**config.mk**
```make
export PLATFORM = sky130hd
export DESIGN_NAME = uart_rx_flat
export DESIGN_NICKNAME = d
export VERILOG_FILES = /design/src/rtl/uart_pkg.sv /design/src/rtl/uart_rx_if.sv /design/src/rtl/uart_baud_gen.sv /design/src/rtl/uart_rx.sv /design/src/flat_wrapper.sv
export SDC_FILE = /design/constraint.sdc
export NUM_CORES = 1
export LEC_CHECK = 0
export CORE_MARGIN = 2
export CORE_UTILIZATION = 41
export CTS_CLUSTER_DIAMETER = 120
export DETAILED_ROUTE_END_ITERATION = 10
export PLACE_DENSITY_LB_ADDON = 0.08
export RECOVER_POWER = 25
export SLEW_MARGIN = 10
export SYNTH_ARGS = -nofsm -noshare
export SYNTH_HDL_FRONTEND = slang
export SYNTH_SLANG_ARGS = --single-unit
```
**constraint.sdc**
```tcl
create_clock -name clk -period 3.5 [get_ports clk]
set_input_delay 0.7 -clock clk [delete_from_list [all_inputs] [get_ports clk]]
set_output_delay 0.7 -clock clk [all_outputs]
set_load 0.01 [all_outputs]
```
**src/rtl/uart_pkg.sv**
```systemverilog
// Shared UART definitions: receiver/transmitter state encoding, frame width and
// the clocks-per-oversample-tick divider calculation.
package uart_pkg;

  localparam int DATA_BITS = 8;

  typedef enum logic [2:0] {
    IDLE,
    START,
    DATA,
    PARITY,
    STOP,
    WAIT_HIGH
  } uart_state_e;

  // Clocks per oversample tick, integer-truncated.
  function automatic int calc_div(input int clk_freq, input int baud, input int oversample);
    return clk_freq / (baud * oversample);
  endfunction

endpackage

```
**src/rtl/uart_rx_if.sv**
```systemverilog
// Receiver-side bundle: serial line in, received byte plus status strobes out.
// The master modport is the receiver itself; the slave modport is its consumer.
interface uart_rx_if;
  logic       rx;
  logic [7:0] dout;
  logic       d_rdy;
  logic       frame_err;
  logic       parity_err;
  logic       busy;

  modport master (input rx, output dout, d_rdy, frame_err, parity_err, busy);
  modport slave  (output rx, input dout, d_rdy, frame_err, parity_err, busy);
endinterface

```
**src/rtl/uart_baud_gen.sv**
```systemverilog
// Oversample tick generator: one-clock tick every DIV clocks, phase restarted by clr.
module uart_baud_gen #(
  parameter int DIV = 54
) (
  input  logic clk,
  input  logic rst,
  input  logic clr,
  output logic tick
);

  localparam int CW = (DIV > 1) ? $clog2(DIV) : 1;

  logic [CW-1:0] cnt;

  assign tick = (cnt == CW'(DIV - 1));

  always_ff @(posedge clk) begin
    if (rst || clr)
      cnt <= '0;
    else if (tick)
      cnt <= '0;
    else
      cnt <= cnt + CW'(1);
  end

endmodule

```
**src/rtl/uart_rx.sv**
```systemverilog
// Oversampling 8N1 UART receiver with start-bit validation and break handling.
// Define UART_RX_PARITY_EN for 8E1 framing with even-parity checking.
module uart_rx
  import uart_pkg::*;
#(
  parameter int CLK_FREQ   = 100_000_000,
  parameter int BAUD       = 115200,
  parameter int OVERSAMPLE = 16
) (
  input logic        clk,
  input logic        rst,
  uart_rx_if.master  bus
);

  localparam int DIV = calc_div(CLK_FREQ, BAUD, OVERSAMPLE);
  localparam int TW  = $clog2(OVERSAMPLE);
  localparam int BW  = $clog2(DATA_BITS);
  localparam logic [TW-1:0] T_HALF = TW'(OVERSAMPLE / 2 - 1);
  localparam logic [TW-1:0] T_FULL = TW'(OVERSAMPLE - 1);
  localparam logic [BW-1:0] B_LAST = BW'(DATA_BITS - 1);

  uart_state_e          state, state_nxt;
  logic [TW-1:0]        tcnt, tcnt_nxt;
  logic [BW-1:0]        bcnt, bcnt_nxt;
  logic [DATA_BITS-1:0] shreg, shreg_nxt;
  logic [DATA_BITS-1:0] dout, dout_nxt;
  logic                 d_rdy, d_rdy_nxt;
  logic                 frame_err, frame_err_nxt;
  logic                 rx_p0, rx_s, rx_s_d, fall;
  logic                 tick;

  // Stage p0 -> s: two-flop synchroniser plus edge history (data path, not reset)
  always_ff @(posedge clk) begin
    rx_p0  <= bus.rx;
    rx_s   <= rx_p0;
    rx_s_d <= rx_s;
  end

  assign fall = rx_s_d & ~rx_s;

  uart_baud_gen #(.DIV(DIV)) u_baud (
    .clk  (clk),
    .rst  (rst),
    .clr  ((state == IDLE) && fall),
    .tick (tick)
  );

`ifdef UART_RX_PARITY_EN
  logic par_bad, par_bad_nxt;
  logic parity_err, parity_err_nxt;
`endif

  always_comb begin
    state_nxt     = state;
    tcnt_nxt      = tcnt;
    bcnt_nxt      = bcnt;
    shreg_nxt     = shreg;
    dout_nxt      = dout;
    d_rdy_nxt     = 1'b0;
    frame_err_nxt = 1'b0;
`ifdef UART_RX_PARITY_EN
    par_bad_nxt    = par_bad;
    parity_err_nxt = 1'b0;
`endif
    case (state)
      IDLE: begin
        if (fall) begin
          state_nxt = START;
          tcnt_nxt  = '0;
        end
      end
      START: begin
        if (tick) begin
          if (tcnt == T_HALF) begin
            tcnt_nxt  = '0;
            bcnt_nxt  = '0;
            // A line back high at mid start bit is a glitch, dropped silently.
            state_nxt = rx_s ? IDLE : DATA;
          end else begin
            tcnt_nxt = tcnt + TW'(1);
          end
        end
      end
      DATA: begin
        if (tick) begin
          if (tcnt == T_FULL) begin
            tcnt_nxt  = '0;
            shreg_nxt = {rx_s, shreg[DATA_BITS-1:1]};
            if (bcnt == B_LAST) begin
`ifdef UART_RX_PARITY_EN
              state_nxt = PARITY;
`else
              state_nxt = STOP;
`endif
            end else begin
              bcnt_nxt = bcnt + BW'(1);
            end
          end else begin
            tcnt_nxt = tcnt + TW'(1);
          end
        end
      end
`ifdef UART_RX_PARITY_EN
      PARITY: begin
        if (tick) begin
          if (tcnt == T_FULL) begin
            tcnt_nxt    = '0;
            par_bad_nxt = rx_s ^ (^shreg);
            state_nxt   = STOP;
          end else begin
            tcnt_nxt = tcnt + TW'(1);
          end
        end
      end
`endif
      STOP: begin
        if (tick) begin
          if (tcnt == T_FULL) begin
            tcnt_nxt = '0;
            if (rx_s) begin
              state_nxt = IDLE;
`ifdef UART_RX_PARITY_EN
              if (par_bad) begin
                parity_err_nxt = 1'b1;
              end else begin
                dout_nxt  = shreg;
                d_rdy_nxt = 1'b1;
              end
`else
              dout_nxt  = shreg;
              d_rdy_nxt = 1'b1;
`endif
            end else begin
              frame_err_nxt = 1'b1;
              state_nxt     = WAIT_HIGH;
            end
          end else begin
            tcnt_nxt = tcnt + TW'(1);
          end
        end
      end
      WAIT_HIGH: begin
        // Hold off start detection until a break / stuck-low line releases.
        if (rx_s) begin
          state_nxt = IDLE;
          tcnt_nxt  = '0;
        end
      end
      default: begin
        state_nxt = IDLE;
        tcnt_nxt  = '0;
      end
    endcase
  end

  // Stage: control and output registers
  always_ff @(posedge clk) begin
    if (rst) begin
      state     <= IDLE;
      tcnt      <= '0;
      bcnt      <= '0;
      dout      <= '0;
      d_rdy     <= 1'b0;
      frame_err <= 1'b0;
    end else begin
      state     <= state_nxt;
      tcnt      <= tcnt_nxt;
      bcnt      <= bcnt_nxt;
      dout      <= dout_nxt;
      d_rdy     <= d_rdy_nxt;
      frame_err <= frame_err_nxt;
    end
  end

  always_ff @(posedge clk) begin
    shreg <= shreg_nxt;
  end

`ifdef UART_RX_PARITY_EN
  always_ff @(posedge clk) begin
    if (rst) begin
      par_bad    <= 1'b0;
      parity_err <= 1'b0;
    end else begin
      par_bad    <= par_bad_nxt;
      parity_err <= parity_err_nxt;
    end
  end
  assign bus.parity_err = parity_err;
`else
  assign bus.parity_err = 1'b0;
`endif

  assign bus.dout      = dout;
  assign bus.d_rdy     = d_rdy;
  assign bus.frame_err = frame_err;
  assign bus.busy      = (state != IDLE);

endmodule
```
**src/flat_wrapper.sv**
```systemverilog
// flat-port wrapper written by rule: the top's interface ports become plain ports
module uart_rx_flat import uart_pkg::*;
#(
  parameter int CLK_FREQ   = 100_000_000,
  parameter int BAUD       = 115200,
  parameter int OVERSAMPLE = 16
)
  (clk, rst, bus_rx, bus_dout, bus_d_rdy, bus_frame_err, bus_parity_err, bus_busy);
  uart_rx_if bus_i ();
  input logic clk;
  input logic rst;
  input wire logic [$bits(bus_i.rx)-1:0] bus_rx;
  output wire logic [$bits(bus_i.dout)-1:0] bus_dout;
  output wire logic [$bits(bus_i.d_rdy)-1:0] bus_d_rdy;
  output wire logic [$bits(bus_i.frame_err)-1:0] bus_frame_err;
  output wire logic [$bits(bus_i.parity_err)-1:0] bus_parity_err;
  output wire logic [$bits(bus_i.busy)-1:0] bus_busy;
  assign bus_i.rx = bus_rx;
  assign bus_dout = bus_i.dout;
  assign bus_d_rdy = bus_i.d_rdy;
  assign bus_frame_err = bus_i.frame_err;
  assign bus_parity_err = bus_i.parity_err;
  assign bus_busy = bus_i.busy;
  uart_rx #(.CLK_FREQ(CLK_FREQ), .BAUD(BAUD), .OVERSAMPLE(OVERSAMPLE)) u_core (.clk(clk), .rst(rst), .bus(bus_i));
endmodule
```
==> results.md <==
* Status: finished clean
* Synth top area share at 35.4%
* Hold-fix buffers, CTS at 0
* Synthesized area per cell at 10.2 um^2
* Rel. slew slack at 46.0%
* DP Cell Count at 213
* Most frequent cells in the layout: dfxtp_1, nor2_1, a21oi_1
* Mapped Nets at 169
* Post-synth ARST share at 0%
* Tmin final at 2400 ps
* Layout cell share with drive strength beyond 1 at 9.25%
* # clock sinks at 37
* Final Hold Fails at 0
* Nets at 180
* CTS tree: done
* Clock root buffer master: clkbuf_8
* Starting Density at 43.8%
* R2R depth at 5
* Setup CP Type: flop to primary output
* Initial antenna violation count at 0
* Fin crit share at 68.5%
* F_max at 417 MHz
* Count of final max-slew check failures at 0
* Synth warn at 0
* Yosys cell types at 44
* Wire per inst at 13.6 um
* Synthesized cell area at 1640 um^2
* Hold path depth at 0
* I/O Buffers at 13
* Vias per cell at 5.46
* CTS H-tree depth at 2
* Top post-synthesis cells by area: dfxtp_1, edfxtp_1, mux2i_1
* Routed vias at 1,207
* Hold Path Class: flop to flop
* N_diodes at 0
* Predominant post-synthesis flop cell: dfxtp_1
* Commonest non-fill, non-tap cell in the layout: dfxtp_1
* First-pass GRT wire length at 5290 um
* Fin cells at 221
* # setup viols final at 0
* Tot GR Track Use at 15.8%
* Vias in the first global route at 1,174
* Worst EP arrival at 1700 ps
* Largest net degree at the start of global routing at 23
* Crit path capture type: primary output
* CTS resizes at 0
* Antenna-violating nets left at 0
* Clk Latency, worst-skew pair at 290 ps
* Filler instances at 369
* Core Box Area at 3740 um^2
* Row count at 22
* Sequential share of the synthesized area at 50.0%
* Die width at 67.3 um
* Post-synth EDFFs at 8
* Pwr/cell area at 607 nW/um^2
* GPL Wtd Cong at 0.795
* Io pins at 15
* Initial DRC Count at 64
* Bufs on Longest Clock Path at 2
* WL final at 3000 um
* Synthesized flop and latch total at 37
* DRC at 0
* DRT Pass-1 Iters at 4
* Clk_skew at 4.36 ps
* Worst Tran Pin Value at 808 ps
* Synth area leader: dfxtp_1
* Total power at 1.16 mW
* Dpl hpwl at 2100 um
* Unrepaired setup endpoints after global routing: no
* CP Data Required Time at 2800 ps
* Setup TNS at 0 ps
* GRT overflow at 0
* Inserted Clock Buffers at 5
* CP max FO at 14
* Gate Count Post-Synth at 161
* Worst vdd ir at 0.235 mV
* Setup Fix Bufs, Post-CTS at 0
* MaxCap Viol Count at 0
* Die area at 4520 um^2
* Reg clk slew, reported paths at 70 ps
* Area grow syn2layout at 16.4%
* Chip Height at 67.3 um
* Pleak at 0.744 nW
* Setup crit start kind: flop
==> worst max-delay path, cell delays in order (launching register included) <==
cell and delay [ps]:
dfxtp_1 440, or3_1 460, clkdlybuf4s50_1 510
==> flip-flops by register name (all words and copies together), names as in the netlist <==
| name | flops |
|---|---|
| u_core.bus.dout | 8 |
| u_core.shreg | 8 |
| u_core.u_baud.cnt | 6 |
| u_core.tcnt | 4 |
| u_core.bcnt | 3 |
| u_core.state | 3 |
| u_core.bus.d_rdy | 1 |
| u_core.bus.frame_err | 1 |
| u_core.rx_p0 | 1 |
| u_core.rx_s | 1 |
| u_core.rx_s_d | 1 |
==> stage by stage <==
stage / utilization (%) / area, um^2 / setup slack, ps / hold slack (ps)
after CTS: 51.0 / 1910 / 1090 / 330
after detailed placement: 47.3 / 1770 / 1240 / 312
after global routing: 51.0 / 1910 / 1020 / 344
after global placement: 47.3 / 1770 / 1250 / 310
after floorplan: - / 1640 / 1580 / 310
final: 51.0 / 1910 / 1100 / 330
==> cell usage after synthesis, types with 2 or more instances <==
library cell,count
nand3b_1,2
clkbuf_1,3
nor2_1,19
a221o_1,2
buf_4,2
or4_1,2
dfxtp_1,29
nand2_1,6
o21ai_0,5
nor2b_1,2
xor2_1,2
or3b_2,4
ha_1,5
inv_1,4
xnor2_1,3
buf_6,2
nand3_1,7
nor3b_1,4
buf_2,2
mux2i_1,8
a21oi_1,14
edfxtp_1,8
nor3_1,5
==> path summary, 6_finish.rpt <==
kind                                                    from                         endpoint  slack (ps)
worst min register to register          u_core.rx_p0$_DFF_P_              u_core.rx_s$_DFF_P_         330
worst min-delay path                    u_core.rx_p0$_DFF_P_              u_core.rx_s$_DFF_P_         330
worst max-delay path            u_core.state[0]$_SDFFE_PP0P_                         bus_busy        1100
worst max register to register  u_core.state[2]$_SDFFE_PP0P_  u_core.bus.dout[6]$_SDFFE_PP0P_        1200
==> cells by family (layout without fill, tap and decap cells) <==
family	Yosys count	after routing	synth area share (%)
simple gates	59	59	20.6
flops	37	37	50.0
compound gates	33	33	13.3
buf+inv	13	25	4.50
mux	8	8	4.88
fa+ha+maj	5	5	3.81
xor+xnor	5	5	2.67
other cells	1	1	0.229
==> per-layer routing <==
| metal | global-route usage, % | vias up | wire length (um) |
|---|---|---|---|
| met4 | 7.65 | 0 | 64 |
| met1 | 19.0 | 576 | 1380 |
| met2 | 26.2 | 20 | 1450 |
| li1 | - | 603 | - |
| met5 | 0 | - | 0 |
| met3 | 4.00 | 8 | 116 |
==> cell type report <==
| cell class | count | area [um^2] | area share, % |
|---|---|---|---|
| well taps | 48 | 60.1 | 3.15 |
| flip-flops and latches | 37 | 821 | 43.0 |
| multi-input cells | 111 | 746 | 39.1 |
| clock buffers | 5 | 68.8 | 3.60 |
| repair buffers | 13 | 130 | 6.82 |
| inverters | 4 | 15.0 | 0.786 |
| clock inverters | 3 | 68.8 | 3.60 |
==> power breakdown <==
part           internal (mW)  leakage [nW]  switching [mW]
combinational          0.106         0.368           0.115
clock                  0.287        0.0687           0.158
sequential             0.455         0.308          0.0387
(Power assumes the default switching activity.)
